**config.mk**
```make
export PLATFORM = sky130hd
export DESIGN_NAME = mul_res_station
export DESIGN_NICKNAME = d
export VERILOG_FILES = /design/src/rtl/rv32i_types.sv /design/src/rtl/mul_res_station_age_matrix.sv /design/src/rtl/mul_res_station.sv
export SDC_FILE = /design/constraint.sdc
export NUM_CORES = 1
export LEC_CHECK = 0
export BUFFER_PORTS_ARGS = -buffer_cell sky130_fd_sc_hd__buf_2
export CAP_MARGIN = 20
export CELL_PAD_IN_SITES_DETAIL_PLACEMENT = 0
export CELL_PAD_IN_SITES_GLOBAL_PLACEMENT = 1
export CORE_AREA = 4 4 127 129
export CTS_CLUSTER_SIZE = 20
export DETAILED_ROUTE_END_ITERATION = 12
export DIE_AREA = 0 0 131 133
export GPL_TIMING_DRIVEN = 1
export PLACE_DENSITY = 0.81
export SYNTH_ARGS = -nofsm -noshare
export SYNTH_HDL_FRONTEND = slang
export SYNTH_SLANG_ARGS = --single-unit
```
**constraint.sdc**
```tcl
create_clock -name clk -period 3.3 [get_ports clk]
set_input_delay 0.495 -clock clk [delete_from_list [all_inputs] [get_ports clk]]
set_output_delay 0.495 -clock clk [all_outputs]
set_load 0.02 [all_outputs]
```
**src/rtl/rv32i_types.sv**
```systemverilog
// Shared RV32IM types used by the out-of-order backend: reservation station
// entry payload, common data bus record and M-extension funct3 encodings.
package rv32i_types;

  // M-extension funct3 encodings (multiply and divide share one opcode)
  typedef enum logic [2:0] {
    MD_MUL    = 3'b000,
    MD_MULH   = 3'b001,
    MD_MULHSU = 3'b010,
    MD_MULHU  = 3'b011,
    MD_DIV    = 3'b100,
    MD_DIVU   = 3'b101,
    MD_REM    = 3'b110,
    MD_REMU   = 3'b111
  } mult_div_op_t;

  // One renamed operation waiting in a reservation station
  typedef struct packed {
    logic [4:0] rob_id;
    logic [4:0] rd_addr;
    logic [5:0] pd_addr;
    logic [5:0] ps1_addr;
    logic [5:0] ps2_addr;
    logic [2:0] funct3;
  } rs_entry_t;

  // Common data bus broadcast; pr_dest 0 is the hard-wired zero register
  typedef struct packed {
    logic        ready;
    logic [4:0]  rob_id;
    logic [4:0]  rd_addr;
    logic [5:0]  pr_dest;
    logic [31:0] data;
  } cdb_t;

endpackage

```
**src/rtl/mul_res_station_age_matrix.sv**
```systemverilog
// Oldest-first picker for a reservation station. olderQ[i][j] = 1 means
// entry i was dispatched before entry j. A newly allocated entry becomes
// younger than everything; rows/columns of freed entries are cleared.
module rs_age_matrix #(
  parameter int DEPTH = 4
) (
  input  logic             clk,
  input  logic             rst,
  input  logic [DEPTH-1:0] alloc_i,
  input  logic [DEPTH-1:0] free_i,
  input  logic [DEPTH-1:0] eligible_i,
  output logic [DEPTH-1:0] grant_o
);

  logic [DEPTH-1:0] older_q [DEPTH];
  logic [DEPTH-1:0] older_d [DEPTH];

  // Next matrix: clear relations of freed entries, then make the new entry youngest
  always_comb begin
    for (int i = 0; i < DEPTH; i++) begin
      older_d[i] = older_q[i];
      for (int j = 0; j < DEPTH; j++) begin
        if (free_i[i] || free_i[j]) older_d[i][j] = 1'b0;
        if (alloc_i[j] && (i != j)) older_d[i][j] = 1'b1;
        if (alloc_i[i]) older_d[i][j] = 1'b0;
      end
    end
  end

  // Matrix register; reset leaves no ordering relations
  always_ff @(posedge clk) begin
    if (rst) begin
      for (int i = 0; i < DEPTH; i++) older_q[i] <= '0;
    end else begin
      for (int i = 0; i < DEPTH; i++) older_q[i] <= older_d[i];
    end
  end

  // Grant the eligible entry that no other eligible entry is older than
  always_comb begin
    grant_o = '0;
    for (int i = 0; i < DEPTH; i++) begin
      grant_o[i] = eligible_i[i];
      for (int j = 0; j < DEPTH; j++) begin
        if ((j != i) && eligible_i[j] && older_q[j][i]) grant_o[i] = 1'b0;
      end
    end
  end

endmodule

```
**src/rtl/mul_res_station.sv**
```systemverilog
// Multiply-unit reservation station: holds renamed multiply ops until both
// sources are ready, snoops the CDB for wakeup and issues oldest-first.
module mul_res_station
  import rv32i_types::*;
#(
  parameter int DEPTH = 4
) (
  input  logic      clk,
  input  logic      rst,
  input  logic      flush,
  input  logic      dispatch_valid,
  input  rs_entry_t dispatch_entry,
  input  logic      dispatch_ps1_ready,
  input  logic      dispatch_ps2_ready,
  output logic      full,
  input  cdb_t      cdb,
  output logic      rs_entry_valid,
  output rs_entry_t rs_entry_dout,
  input  logic      fu_ready
);

  logic [DEPTH-1:0] entryValid_q, entryValid_d;
  logic [DEPTH-1:0] ps1Rdy_q, ps1Rdy_d;
  logic [DEPTH-1:0] ps2Rdy_q, ps2Rdy_d;
  rs_entry_t        payload_q [DEPTH];

  logic [DEPTH-1:0] freeSel;
  logic [DEPTH-1:0] allocSel;
  logic [DEPTH-1:0] eligible;
  logic [DEPTH-1:0] grant;
  logic [DEPTH-1:0] issueSel;
  logic             dispatchFire;
  logic             issueFire;
  logic             dispRdy1;
  logic             dispRdy2;
  logic             unusedCdb;

  // Only ready and pr_dest matter for wakeup
  assign unusedCdb = ^{cdb.rob_id, cdb.rd_addr, cdb.data};

  assign full         = &entryValid_q;
  assign dispatchFire = dispatch_valid & ~full & ~flush;
  assign eligible     = entryValid_q & ps1Rdy_q & ps2Rdy_q;
  assign rs_entry_valid = (|eligible) & ~flush;
  assign issueFire    = rs_entry_valid & fu_ready;
  assign issueSel     = grant & {DEPTH{issueFire}};
  assign allocSel     = freeSel & {DEPTH{dispatchFire}};

  // Source readiness at dispatch, including a same-cycle CDB bypass
  always_comb begin
    dispRdy1 = dispatch_ps1_ready || (dispatch_entry.ps1_addr == 6'd0) ||
               (cdb.ready && (cdb.pr_dest == dispatch_entry.ps1_addr));
    dispRdy2 = dispatch_ps2_ready || (dispatch_entry.ps2_addr == 6'd0) ||
               (cdb.ready && (cdb.pr_dest == dispatch_entry.ps2_addr));
  end

  // Lowest-index free slot; an issuing entry is still valid so never chosen
  always_comb begin
    logic found;
    freeSel = '0;
    found   = 1'b0;
    for (int i = 0; i < DEPTH; i++) begin
      if (!entryValid_q[i] && !found) begin
        freeSel[i] = 1'b1;
        found      = 1'b1;
      end
    end
  end

  rs_age_matrix #(.DEPTH(DEPTH)) ageMatrix (
    .clk        (clk),
    .rst        (rst),
    .alloc_i    (allocSel),
    .free_i     (issueSel),
    .eligible_i (eligible),
    .grant_o    (grant)
  );

  // Present the granted payload; one-hot grant so a priority mux is exact
  always_comb begin
    rs_entry_dout = '0;
    for (int i = 0; i < DEPTH; i++) begin
      if (grant[i]) rs_entry_dout = payload_q[i];
    end
  end

  // Next valid/ready state: issue frees, CDB wakes, dispatch fills; flush empties
  always_comb begin
    entryValid_d = entryValid_q;
    ps1Rdy_d     = ps1Rdy_q;
    ps2Rdy_d     = ps2Rdy_q;
    if (flush) begin
      entryValid_d = '0;
      ps1Rdy_d     = '0;
      ps2Rdy_d     = '0;
    end else begin
      for (int i = 0; i < DEPTH; i++) begin
        if (issueSel[i]) entryValid_d[i] = 1'b0;
        if (entryValid_q[i] && cdb.ready && (cdb.pr_dest != 6'd0)) begin
          if (cdb.pr_dest == payload_q[i].ps1_addr) ps1Rdy_d[i] = 1'b1;
          if (cdb.pr_dest == payload_q[i].ps2_addr) ps2Rdy_d[i] = 1'b1;
        end
        if (allocSel[i]) begin
          entryValid_d[i] = 1'b1;
          ps1Rdy_d[i]     = dispRdy1;
          ps2Rdy_d[i]     = dispRdy2;
        end
      end
    end
  end

  // Control state register with synchronous reset
  always_ff @(posedge clk) begin
    if (rst) begin
      entryValid_q <= '0;
      ps1Rdy_q     <= '0;
      ps2Rdy_q     <= '0;
    end else begin
      entryValid_q <= entryValid_d;
      ps1Rdy_q     <= ps1Rdy_d;
      ps2Rdy_q     <= ps2Rdy_d;
    end
  end

  // Payload storage, written only on allocation and never reset
  always_ff @(posedge clk) begin
    for (int i = 0; i < DEPTH; i++) begin
      if (allocSel[i]) payload_q[i] <= dispatch_entry;
    end
  end

endmodule

```
==> impl_metrics.toml <==
[outcome]
status = "finished clean"

[place]
place_congestion = 0.893
port_buffers = 77
dpl.cell_count = 741
post-dp-hpwl_mm = 10.3

[timing]
slew_headroom = 0.394
final-hold-violation-count = 0
setup_viol = 0
period_share = 0.959
slew_violations = 0
tightestPinTransition_ns = 0.898
fmax_mhz = 316
setup_tns_ns = 0
worst_clock_skew_ns = 0.00754
rsz0062_at_grt = "no"
finalWorstPathRequiredPeriod_ns = 3.17

[worst_setup_path]
crit_type = "reg -> out"
critPathArrivalTime_ns = 2.67
crit_fanout = 13
crit_path_end_kind = "output pin"
worstPathRequired_ns = 2.80
cp-start-kind = "register"

[synth]
netlist_top_cells_area = "edfxtp_1, dfxtp_1, a221oi_2"
syn_area_per_cell_um2 = 13.5
syn-num-nets = 577
synth.yosys.seq_area_share = 0.635
ys_types = 40
yosysWarnings = 0
synthCells = 490
synth_seq_cells = 148
synth_area_um2 = 6620
synth.top_cell.area_share = 0.563
yosys.area.top_type = "edfxtp_1"

[finish]
fillers = 1267
drive_above_1_share = 0.289
n_antenna_cell = 0
final_cells = 773
area_growth_syn_to_layout_pct = 19.5
nets = 659
postLayoutCoreUtil = 0.526

[clock_tree]
cts_resized = 0
cts_tree = "yes"
h-tree-depth = 4
cts_buffers = 17
cts_num_sinks = 148
clockBufferDepth = 2
cts_hold_buf = 0
clk_latency_ns = 0.42
cts_root_buf = "clkbuf_16"
post_cts_buffers = 0
cts.reportedPaths.clkPinSlew_ns = 0.06

[floorplanning]
row_count = 45
die_x_um = 131
core_um2 = 15000
start_util = 0.440
die_area_um2 = 17400
dieHeight_um = 133
ios = 120

[drt]
maxUsedRoutingLayer = "met4"
drc = 0
vias = 4426
drt_wl_total_mm = 15.6
wirelength_met1_mm = 6.68
dr_wl_met3_um = 947
dr.pass1.iters = 4
avgViaCountPerCell = 5.73
routed-wl-met2_mm = 7.76
post_drt_wl_per_cell_um = 20.2
dr.first_iter.drc_count = 240
ant_nets = 0

[grt]
grt_usage = 0.185
grt-ovfl-total = 0
grt_pass1_wl_mm = 24.4
antenna_found_initial = 0
grt_pass1_vias = 4491
grt_max_degree = 43

[worst_hold_path]
hold_path.class = "in -> reg"

[power]
p_per_area_nw_per_um2 = 537
leakage_uw = 0.00270
peakVddDrop_mv = 0.392

[run]
drv_cap = 0
## synth_stat cells
master / instances
nor4_1: 5
o21ai_1: 1
xnor2_1: 30
o21ai_0: 8
clkbuf_1: 14
o31ai_1: 31
nand2b_1: 2
a2111oi_4: 1
dfxtp_1: 24
nand4_1: 14
nor2b_2: 1
and4b_1: 1
buf_2: 8
and3_4: 1
edfxtp_1: 124
nor2b_1: 1
and4_1: 5
a21oi_1: 17
or2_2: 1
nand3_1: 6
o31a_1: 1
buf_1: 6
a32oi_1: 3
o2bb2ai_1: 4
a221oi_2: 30
nor3b_1: 1
a311oi_1: 2
nor2_1: 39
a41o_1: 2
buf_6: 6
or4_1: 3
nand2_1: 32
inv_1: 4
xor2_1: 30
a221oi_1: 2
a41oi_1: 3
nor3_1: 21
a211oi_1: 4
a2111oi_1: 1
buf_4: 1
## state kept, by name, indices dropped and copies added (netlist names)
signal / count
ps1Rdy_q: 4
payload_q: 124
entryValid_q: 4
ps2Rdy_q: 4
ageMatrix.older_q: 12
## worst paths after layout
kind                           start                  endpoint  slack [ns]  cells after the start
max                  entryValid_q[2]         rs_entry_dout[13]        0.13                      6
min               dispatch_entry[19]          payload_q[3][19]        0.29                      1
min reg2reg  ageMatrix.older_q[0][8]   ageMatrix.older_q[0][8]        0.52                      2
max reg2reg          entryValid_q[3]  ageMatrix.older_q[0][14]        0.97                      6
## area by class of cell
cell class / count / area, um^2 / area share
Tap cell: 188 / 235 / 0.0298
Clock inverter: 15 / 205 / 0.0260
Multi-Input combinational cell: 303 / 2240 / 0.283
Clock buffer: 17 / 425 / 0.0538
Inverter: 4 / 15.0 / 0.00190
Sequential cell: 148 / 4200 / 0.532
Timing Repair Buffer: 98 / 581 / 0.0734
## logic make-up (layout without fill, tap and decap cells)
family,count (synthesis),in the layout,synth area share
flip-flops,148,148,0.635
buffers and inverters,39,134,0.0310
XOR/XNOR,60,60,0.0794
AO/OA/AOI/OAI,110,110,0.156
AND/OR/NAND/NOR,133,133,0.0981
## layer usage
layer,track usage,up-vias
met3,0.0468,15
met2,0.302,126
met1,0.241,2208
met4,0.0577,0
met5,0,-
li1,-,2077
## through the flow
step	hold slack [ns]	cell area [um^2]	setup slack [ns]	total power (uW)
2_1_floorplan	0.486	6620	0.712	2190
3_3_place_gp	0.504	7280	0.615	2260
3_5_place_dp	0.504	7280	0.587	2260
4_1_cts	0.273	7910	0.124	4280
5_1_grt	0.269	7910	0.0320	4390
6_report	0.287	7910	0.135	4250
## placed cells by master (no fill, tap or decap), types with 5 or more instances in the layout
cell and instances:
a21oi_1 17, a221oi_2 30, buf_2 77, buf_4 18, clkbuf_16 17, clkinv_4 5
dfxtp_1 24, edfxtp_1 124, nand2_1 32, nand3_1 6, nand4_1 14, nor2_1 38
nor3_1 19, nor4_1 5, o21ai_0 8, o31ai_1 31, xnor2_1 30, xor2_1 30
## power by group
group	leakage, uW	internal (uW)	switching (uW)	total [uW]
Combinational	0.00108	58.1	97.3	155
Sequential	0.00132	2050	15.0	2070
Clock	0.000301	1270	757	2030
## worst max-delay path, cell delays in order, from the launching register on
cell and delay [ns]:
dfxtp_1 0.40, and3_4 0.25, a2111oi_4 0.53, buf_4 0.37, a221oi_2 0.11, o31ai_1 0.36, buf_2 0.24
No activity file was read; power rests on OpenSTA's default activity.
